$ cat config.mk
export PLATFORM = sky130hd
export DESIGN_NAME = wb_stage
export DESIGN_NICKNAME = d
export VERILOG_FILES = /design/src/rtl/wb_stage.sv
export SDC_FILE = /design/constraint.sdc
export NUM_CORES = 1
export LEC_CHECK = 0
export ABC_CLOCK_PERIOD_IN_PS = 2600
export BUFFER_PORTS_ARGS = -buffer_cell sky130_fd_sc_hd__buf_2
export CAP_MARGIN = 10
export CORE_MARGIN = 2
export CORE_UTILIZATION = 30
export CTS_BUF_LIST = sky130_fd_sc_hd__clkbuf_4 sky130_fd_sc_hd__clkbuf_8
export CTS_CLUSTER_DIAMETER = 200
export DETAILED_ROUTE_END_ITERATION = 6
export GPL_ROUTABILITY_DRIVEN = 0
export SLEW_MARGIN = 20
export SYNTH_ARGS = -nofsm -noshare
export SYNTH_HDL_FRONTEND = slang
export SYNTH_SLANG_ARGS = --single-unit
$ cat constraint.sdc
create_clock -name clk -period 2.6 [get_ports clk]
set_input_delay 0.78 -clock clk [delete_from_list [all_inputs] [get_ports clk]]
set_output_delay 0.78 -clock clk [all_outputs]
set_load 0.005 [all_outputs]
$ cat src/rtl/wb_stage.sv
// rtl/wb_stage.sv - writeback stage: result select, load extraction, load timeout
module wb_stage #(
  parameter int XLEN       = 32,
  parameter int RF_AW      = 5,
  parameter int DM_TIMEOUT = 15
) (
  input  logic             clk,
  input  logic             rst,
  input  logic             in_valid,
  output logic             in_ready,
  input  logic [XLEN-1:0]  in_pc,
  input  logic [XLEN-1:0]  in_alu,
  input  logic [1:0]       in_wbsel,
  input  logic [2:0]       in_ldtype,
  input  logic [RF_AW-1:0] in_rd,
  input  logic             in_rf_we,
  input  logic [XLEN-1:0]  dm_rdata,
  input  logic             dm_valid,
  output logic             rf_we,
  output logic [RF_AW-1:0] rf_waddr,
  output logic [XLEN-1:0]  rf_wdata,
  output logic             dm_err
);

  // Byte offset within one memory word.
  localparam int OFFW = $clog2(XLEN / 8);

  typedef enum logic {
    IDLE    = 1'b0,
    WAIT_DM = 1'b1
  } state_t;

  state_t            state_q, state_d;
  logic [7:0]        cnt_q, cnt_d;
  logic [RF_AW-1:0]  rd_q, rd_d;
  logic              we_q, we_d;
  logic [2:0]        ldtype_q, ldtype_d;
  logic [OFFW-1:0]   off_q, off_d;
  logic              rf_we_q, rf_we_d;
  logic [RF_AW-1:0]  rf_waddr_q, rf_waddr_d;
  logic [XLEN-1:0]   rf_wdata_q, rf_wdata_d;
  logic              dm_err_q, dm_err_d;

  logic [XLEN-1:0]   src_val;
  logic [XLEN-1:0]   shifted;
  logic [XLEN-1:0]   ld_val;
  logic [OFFW-1:0]   off_al;
  logic [7:0]        cnt_inc;

  assign in_ready = (state_q == IDLE);
  assign rf_we    = rf_we_q;
  assign rf_waddr = rf_waddr_q;
  assign rf_wdata = rf_wdata_q;
  assign dm_err   = dm_err_q;

  // Non-load result source: PC+4 (wraps), ALU, or zero for the reserved code.
  always_comb begin
    src_val = '0;
    case (in_wbsel)
      2'b00:   src_val = in_pc + XLEN'(4);
      2'b01:   src_val = in_alu;
      default: src_val = '0;
    endcase
  end

  // Load extraction: align the captured offset to the access size, shift the
  // selected lane down to bit 0, then sign- or zero-extend.
  always_comb begin
    off_al = off_q;
    case (ldtype_q)
      3'b000, 3'b100: off_al = off_q;
      3'b001, 3'b101: off_al = off_q & ~OFFW'(1);
      3'b010, 3'b110: off_al = off_q & ~OFFW'(3);
      default:        off_al = '0;
    endcase
    shifted = dm_rdata >> {off_al, 3'b000};
    ld_val  = shifted;
    case (ldtype_q)
      3'b000:  ld_val = XLEN'($signed(shifted[7:0]));
      3'b001:  ld_val = XLEN'($signed(shifted[15:0]));
      3'b100:  ld_val = XLEN'(shifted[7:0]);
      3'b101:  ld_val = XLEN'(shifted[15:0]);
      3'b010:  ld_val = XLEN'($signed(shifted[31:0]));
      // LWU only exists on 64-bit; on 32-bit it falls back to a full word.
      3'b110:  ld_val = (XLEN == 64) ? XLEN'(shifted[31:0]) : shifted;
      default: ld_val = shifted;
    endcase
  end

  // Next-state logic: accept in IDLE, wait for load data or time out in WAIT_DM.
  always_comb begin
    state_d    = state_q;
    cnt_d      = cnt_q;
    rd_d       = rd_q;
    we_d       = we_q;
    ldtype_d   = ldtype_q;
    off_d      = off_q;
    rf_we_d    = 1'b0;
    rf_waddr_d = rf_waddr_q;
    rf_wdata_d = rf_wdata_q;
    dm_err_d   = 1'b0;
    cnt_inc    = cnt_q + 8'd1;

    case (state_q)
      IDLE: begin
        if (in_valid) begin
          if (in_wbsel == 2'b10) begin
            rd_d     = in_rd;
            we_d     = in_rf_we;
            ldtype_d = in_ldtype;
            off_d    = in_alu[OFFW-1:0];
            cnt_d    = 8'd0;
            state_d  = WAIT_DM;
          end else if (in_rf_we && (in_rd != '0)) begin
            rf_we_d    = 1'b1;
            rf_waddr_d = in_rd;
            rf_wdata_d = src_val;
          end
        end
      end
      WAIT_DM: begin
        if (dm_valid) begin
          // Data arriving on the last allowed cycle still counts.
          if (we_q && (rd_q != '0)) begin
            rf_we_d    = 1'b1;
            rf_waddr_d = rd_q;
            rf_wdata_d = ld_val;
          end
          state_d = IDLE;
        end else begin
          cnt_d = cnt_inc;
          if (cnt_inc == 8'(DM_TIMEOUT)) begin
            dm_err_d = 1'b1;
            state_d  = IDLE;
          end
        end
      end
      default: state_d = IDLE;
    endcase
  end

  // State and registered outputs; reset abandons any pending load.
  always_ff @(posedge clk) begin
    if (rst) begin
      state_q    <= IDLE;
      cnt_q      <= 8'd0;
      rd_q       <= '0;
      we_q       <= 1'b0;
      ldtype_q   <= 3'b000;
      off_q      <= '0;
      rf_we_q    <= 1'b0;
      rf_waddr_q <= '0;
      rf_wdata_q <= '0;
      dm_err_q   <= 1'b0;
    end else begin
      state_q    <= state_d;
      cnt_q      <= cnt_d;
      rd_q       <= rd_d;
      we_q       <= we_d;
      ldtype_q   <= ldtype_d;
      off_q      <= off_d;
      rf_we_q    <= rf_we_d;
      rf_waddr_q <= rf_waddr_d;
      rf_wdata_q <= rf_wdata_d;
      dm_err_q   <= dm_err_d;
    end
  end

endmodule
==> results.py, run 1 <==
metrics = {
    "timing": {
        "min_period_over_period_pct": 92.27,
        "setup_violations": 0,
        "hold_viol": 0,
        "clock_skew_ns": 0.01155,
        "worst_slack_ns": 0.2009,
        "slew_viol_final": 0,
        "fmax_mhz": 416.8,
        "hold_ws_ns": 0.4695,
        "worstMarginPinSlew_ns": 0.5364,
        "rsz0062_at_grt": "no",
        "fin_crit_ns": 2.399,
        "slew_headroom_pct": 64.24,
    },
    "global_routing": {
        "grt_use_total_pct": 20.69,
        "grt_antenna_before_repair": 0,
        "grtUsageMet2_pct": 34.20,
        "grt_max_degree": 37,
        "grt_first_pass_wirelength_um": 23160,
        "globalRouteMet1Util_pct": 26.85,
        "grt_pass1_vias": 4394,
        "gr-usage-met3_pct": 4.633,
        "busiest_layer": "met2",
        "grt-ovfl-total": 0,
    },
    "clock_network": {
        "h-tree-depth": 3,
        "cts_tree": "built",
        "clk_pin_slew_ns": 0.07,
        "ctsHoldBuffers": 0,
        "numCtsBuffers": 9,
        "cts.sinks": 59,
        "clock-root-buffer": "clkbuf_8",
        "clk_path_buf_depth": 2,
        "clk_latency_ns": 0.34,
        "post_cts.repair.setup_buffers": 0,
    },
    "placed_design": {
        "hpwlAfterDp_um": 11800,
        "pre_cts_ws_ns": -0.03732,
        "io_buffers": 150,
    },
    "cells_and_area": {
        "area_delta_synth_final_pct": 31.13,
        "final_cell_mix": "buf_2, dfxtp_1, nand2_1",
        "nNetsFinal": 764,
        "drive_above_1_share_pct": 33.03,
        "insertedDiodeCount": 0,
        "final_common_cell": "buf_2",
    },
    "setup_path": {
        "reg2reg_setup_slack_ns": 0.20,
        "r2r_end": "rf_wdata[18]$_SDFFE_PP0P_",
        "crit_fanout": 12,
        "cp.arrival_ns": 2.64,
        "r2r_start": "ldtype_q[0]$_SDFFE_PP0P_",
        "worstSetupStartpointType": "flip-flop",
        "r2r_cells": 8,
        "path_class": "reg -> reg",
        "worstPathRequired_ns": 2.84,
        "cp-end-kind": "flip-flop",
    },
    "floorplanning": {
        "fp.dieH_um": 118.7,
        "pin_count": 151,
        "dieWidth_um": 118.7,
        "core_um2": 12720,
        "rows": 41,
        "start_util_pct": 31.02,
        "die_area_um2": 14090,
    },
    "hold_path": {
        "hold_depth": 2,
        "hp-class": "reg -> reg",
        "hold_path_end": "off_q[0]$_SDFFE_PP0P_",
        "min-delay-start": "off_q[0]$_SDFFE_PP0P_",
    },
    "route": {
        "route.vias.total": 4571,
        "wl_per_cell_um": 17.99,
        "drc_errors": 0,
        "dr.pass1.iters": 5,
        "first_iter_violations": 338,
        "routed_wl_um": 14860,
        "via_per_inst": 5.534,
        "drtAntennaViolNets": 0,
    },
    "pwr": {
        "p_leak_nw": 2.134,
        "ir_worst_vdd_uv": 222.1,
        "powerDensity_nw_per_um2": 428.6,
    },
    "synth": {
        "synth-warning-count": 0,
        "synth_fp_nets": 609,
        "synthTopCellsByArea": "dfxtp_1, a221oi_1, nand2_1",
        "syn_avg_cell_area_um2": 7.972,
        "synthCells": 495,
        "synth-edff-count": 0,
        "ys_types": 53,
        "yosys.area.top_type": "dfxtp_1",
        "ys_dominant_reg_cell": "dfxtp_1",
        "synth-seq-cells": 59,
        "ys_seq_area_share_pct": 29.93,
        "synthArstFlopShare_pct": 0,
        "synth_top_area_share_pct": 29.93,
        "syn-cell-area_um2": 3946,
    },
    "status": {
        "status": "completed",
    },
    "flow_run": {
        "maxCapViolations": 0,
    },
}
==> area by class of cell <==
cell class | count | area [um2]
Timing Repair Buffer | 183 | 1011
Inverter | 7 | 26.28
Clock inverter | 5 | 30.03
Sequential cell | 59 | 1181
Clock buffer | 10 | 137.6
Fill cell | 1355 | 7547
Multi-Input combinational cell | 390 | 2574
Tap cell | 172 | 215.2
==> timing repair <==
item | in CTS | in global routing
endpoints found under the hold margin | 0 | 0
gates resized for setup | 0 | 1
endpoints found under the setup margin | 0 | 4
==> power breakdown <==
group          switching (mW)  internal [mW]
Clock                   0.377          0.361
Combinational           0.281          0.231
Sequential             0.0275          0.941
==> cells in the mapped netlist, types with 2 or more instances <==
library cell and number:
nand3_1 23, and2_1 4, a22o_1 6, a31oi_1 6, a221oi_1 23, buf_6 2
dfxtp_1 59, xnor2_1 21, ha_1 3, buf_2 5, mux4_2 6, mux2_2 5
or4_1 4, nand2b_1 17, mux2i_1 7, nor3_1 18, nand2_1 52, o22ai_1 2
and3_1 10, a21oi_1 28, nand4_1 8, nor4_1 4, nor2_1 46, a22oi_1 4
inv_1 7, and4_1 7, xor2_1 9, nor2b_1 4, clkbuf_1 31, o32ai_1 11
a211oi_1 20, a221o_1 4, o21ai_0 19
==> kinds of logic (layout without fill, tap and decap cells) <==
group / Yosys count / in the layout / share of synthesized area [%]
xor gates and xnor gates: 30 / 30 / 6.658
adders and majority gates: 3 / 3 / 0.9513
muxes: 18 / 18 / 6.626
and+or+nand+nor: 204 / 204 / 25.87
buffers and inverters: 46 / 205 / 4.914
AOI/OAI and AO/OA: 135 / 135 / 25.05
DFF: 59 / 59 / 29.93
==> how the worst max path moves through the flow <==
stage,startpoint,to,slack (ns)
floorplan,in_rd[0],rf_wdata[31]$_SDFFE_PP0P_,0.21
global placement,in_rd[0],rf_wdata[13]$_SDFFE_PP0P_,0.04
detailed placement,in_rd[0],rf_wdata[13]$_SDFFE_PP0P_,-0.04
CTS,off_q[1]$_SDFFE_PP0P_,rf_wdata[18]$_SDFFE_PP0P_,0.19
global route,ldtype_q[0]$_SDFFE_PP0P_,rf_wdata[19]$_SDFFE_PP0P_,0.03
finish,ldtype_q[0]$_SDFFE_PP0P_,rf_wdata[18]$_SDFFE_PP0P_,0.20
==> registers in the layout (all words and copies together), names as in the netlist <==
name / cells
rd_q: 5
cnt_q: 8
we_q: 1
off_q: 2
rf_wdata: 32
rf_waddr: 5
dm_err: 1
state_q: 1
ldtype_q: 3
rf_we: 1
==> stage by stage <==
step	util (%)	setup TNS (ns)	std cells	area (um2)	total power, mW
after CTS	40.66	0	826	5172	2.235
after global routing	40.68	0	826	5175	2.316
after floorplan	-	0	495	3946	1.240
final	40.68	0	826	5175	2.218
after detailed placement	39.34	-0.03732	811	5005	1.494
after global placement	39.34	0	811	5005	1.484
==> routing by layer <==
layer / part of all wire [%] / up-vias
met5: 0 / -
met4: 2.1 / 0
met3: 7.2 / 31
met2: 48 / 220
met1: 43 / 2151
li1: - / 2169
==> critical path: stages (launching register included) <==
cell and delay (ns):
dfxtp_1 0.33, buf_4 0.18, or3b_1 0.45, nor2_4 0.11
a221oi_2 0.06, a2111oi_4 0.60, buf_4 0.25, a211oi_1 0.07
o32ai_1 0.26
No activity file was read; power rests on OpenSTA's default activity.
==> run 2, diff against run 1 <==
Settings changed: ABC_CLOCK_PERIOD_IN_PS 2600 to 2700.
Clock period 2.6 ns to 2.7 ns, I/O delays scaled along.
==> run 2 against run 1 <==
  * Utilization fell by 0.089 points
  * Sequential power fell by 3.7%
  * First-iteration DRC count rose by 22%
  * Power rose by 4.1%
  * Register-to-register slack improved by 0.20 ns
  * Combinational power fell by 5.7%
  * Clock skew fell by 0.0015 ns
  * Sequential share of layout area barely moved
  * Final area fell by 0.22%
  * Setup slack improved by 0.14 ns
  * Highest routed layer unchanged
==> results.py, run 2 (same netlist as run 1, synthesis figures left out) <==
metrics = {
    "placed_design": {
        "hpwlAfterDp_um": 11760,
        "io_buffers": 150,
    },
    "route": {
        "drtAntennaViolNets": 0,
        "first_iter_violations": 414,
        "wl_per_cell_um": 18.07,
        "route.vias.total": 4509,
        "drc_errors": 0,
        "routed_wl_um": 14830,
        "dr.pass1.iters": 5,
        "via_per_inst": 5.492,
    },
    "timing": {
        "hold_viol": 0,
        "setup_tns_ns": 0,
        "setup_violations": 0,
        "worstMarginPinSlew_ns": 0.7543,
        "fmax_mhz": 424.6,
        "slew_viol_final": 0,
        "fin_crit_ns": 2.355,
        "rsz0062_at_grt": "no",
        "clock_skew_ns": 0.01003,
        "min_period_over_period_pct": 87.23,
        "hold_ws_ns": 0.4641,
        "slew_headroom_pct": 49.53,
    },
    "cells_and_area": {
        "nNetsFinal": 758,
        "area_delta_synth_final_pct": 30.85,
        "seqCellArea_um2": 1181,
        "largest_reg_flops": 32,
        "multi_input_comb_area_um2": 2571,
        "insertedDiodeCount": 0,
        "fillers": 1354,
        "final_cell_mix": "buf_2, dfxtp_1, nand2_1",
        "final_common_cell": "buf_2",
        "drive_above_1_share_pct": 32.36,
    },
    "clock_network": {
        "cts.sinks": 59,
        "clock-root-buffer": "clkbuf_8",
        "cts_tree": "built",
        "clk_latency_ns": 0.34,
        "numCtsBuffers": 9,
        "clk_pin_slew_ns": 0.07,
        "h-tree-depth": 3,
        "post_cts.repair.setup_buffers": 0,
        "ctsResizeCount": 0,
        "ctsHoldBuffers": 0,
        "clk_path_buf_depth": 2,
    },
    "floorplanning": {
        "start_util_pct": 31.02,
        "dieWidth_um": 118.7,
        "fp.dieH_um": 118.7,
        "rows": 41,
        "pin_count": 151,
        "core_um2": 12720,
        "die_area_um2": 14090,
    },
    "pwr": {
        "power_mw": 2.308,
        "power_frac_comb_pct": 20.9,
        "ir_worst_vdd_uv": 236.5,
        "p_sw_uw": 671.6,
        "netSwitchingFraction_pct": 29.09,
        "power.internal_mw": 1.637,
        "power_frac_seq_pct": 40.4,
        "p_leak_nw": 2.119,
        "power_frac_clock_pct": 38.7,
        "powerDensity_nw_per_um2": 447.0,
    },
    "setup_path": {
        "r2r_cells": 7,
        "crit_fanout": 12,
        "r2r_start": "off_q[0]$_SDFFE_PP0P_",
        "cp-end-kind": "output pin",
        "worstPathRequired_ns": 1.89,
        "path_class": "reg -> out",
        "worstSetupStartpointType": "flip-flop",
        "cp.arrival_ns": 1.55,
        "reg2reg_setup_slack_ns": 0.40,
        "r2r_end": "rf_wdata[18]$_SDFFE_PP0P_",
    },
    "global_routing": {
        "grt_antenna_before_repair": 0,
        "grt_first_pass_wirelength_um": 22890,
        "grt_use_total_pct": 20.50,
        "grt-ovfl-total": 0,
        "grt_max_degree": 33,
        "grt_pass1_vias": 4256,
    },
    "hold_path": {
        "hp-class": "reg -> reg",
        "hold_depth": 2,
        "min-delay-start": "off_q[0]$_SDFFE_PP0P_",
        "hold_path_end": "off_q[0]$_SDFFE_PP0P_",
    },
    "flow_run": {
        "maxCapViolations": 0,
    },
    "status": {
        "status": "completed",
    },
}
==> run 2: cell count changes in the layout (fill, tap and decap cells not counted), sizes merged <==
cell / change
bufinv: +2
clkinvlp: +1
clkbuf: -1
clkinv: -1
buf: -6
==> run 2: layout make-up <==
type	count	share of cell area (%)
Timing Repair Buffer	177	18.46
Clock buffer	9	2.399
Inverter	7	0.5088
Clock inverter	7	1.793
Tap cell	172	4.168
Multi-Input combinational cell	390	49.79
Sequential cell	59	22.87
==> run 2: power by group through the flow <==
| stage | clock (mW) | sequential (mW) | combinational (mW) |
|---|---|---|---|
| 2_1_floorplan | 0 | 0.947 | 0.247 |
| 3_3_place_gp | 0 | 0.952 | 0.470 |
| 3_5_place_dp | 0 | 0.952 | 0.476 |
| 4_1_cts | 0.905 | 0.933 | 0.478 |
| 5_1_grt | 0.932 | 0.936 | 0.524 |
| 6_report | 0.893 | 0.933 | 0.483 |
==> run 2: through the flow <==
| stage | utilization, % | worst slack, ns | instances | area (um2) |
|---|---|---|---|---|
| 2_1_floorplan | - | 0.2819 | 495 | 3946 |
| 3_3_place_gp | 38.89 | 0.1032 | 805 | 4947 |
| 3_5_place_dp | 38.89 | 0.07407 | 805 | 4947 |
| 4_1_cts | 40.59 | 0.3321 | 821 | 5164 |
| 5_1_grt | 40.59 | 0.2532 | 821 | 5164 |
| 6_report | 40.59 | 0.3447 | 821 | 5164 |
==> run 2: worst max-delay path: stages, from the launching register on <==
cell	delay [ns]
dfxtp_1	0.61
inv_1	0.36
buf_2	0.23
==> run 2: worst max path at each step <==
stage                             start                   endpoint  slack [ns]  depth (start not counted)
6_report             state_q$_SDFF_PP0_                   in_ready        0.34                          2
5_1_grt        ldtype_q[1]$_SDFFE_PP0P_  rf_wdata[29]$_SDFFE_PP0P_        0.25                          7
4_1_cts              state_q$_SDFF_PP0_                   in_ready        0.33                          2
3_5_place_dp                   in_rd[0]  rf_wdata[13]$_SDFFE_PP0P_        0.07                          8
3_3_place_gp                   in_rd[0]  rf_wdata[11]$_SDFFE_PP0P_        0.10                          8
2_1_floorplan                  in_rd[0]  rf_wdata[31]$_SDFFE_PP0P_        0.28                          6
==> run 2: routing by layer <==
metal	global-route usage [%]	vias up	part of all wire [%]
met5	0	-	0
met4	5.283	0	1.5
met3	3.668	19	7.2
met2	34.20	212	48
met1	27.24	2120	43
li1	-	2158	-
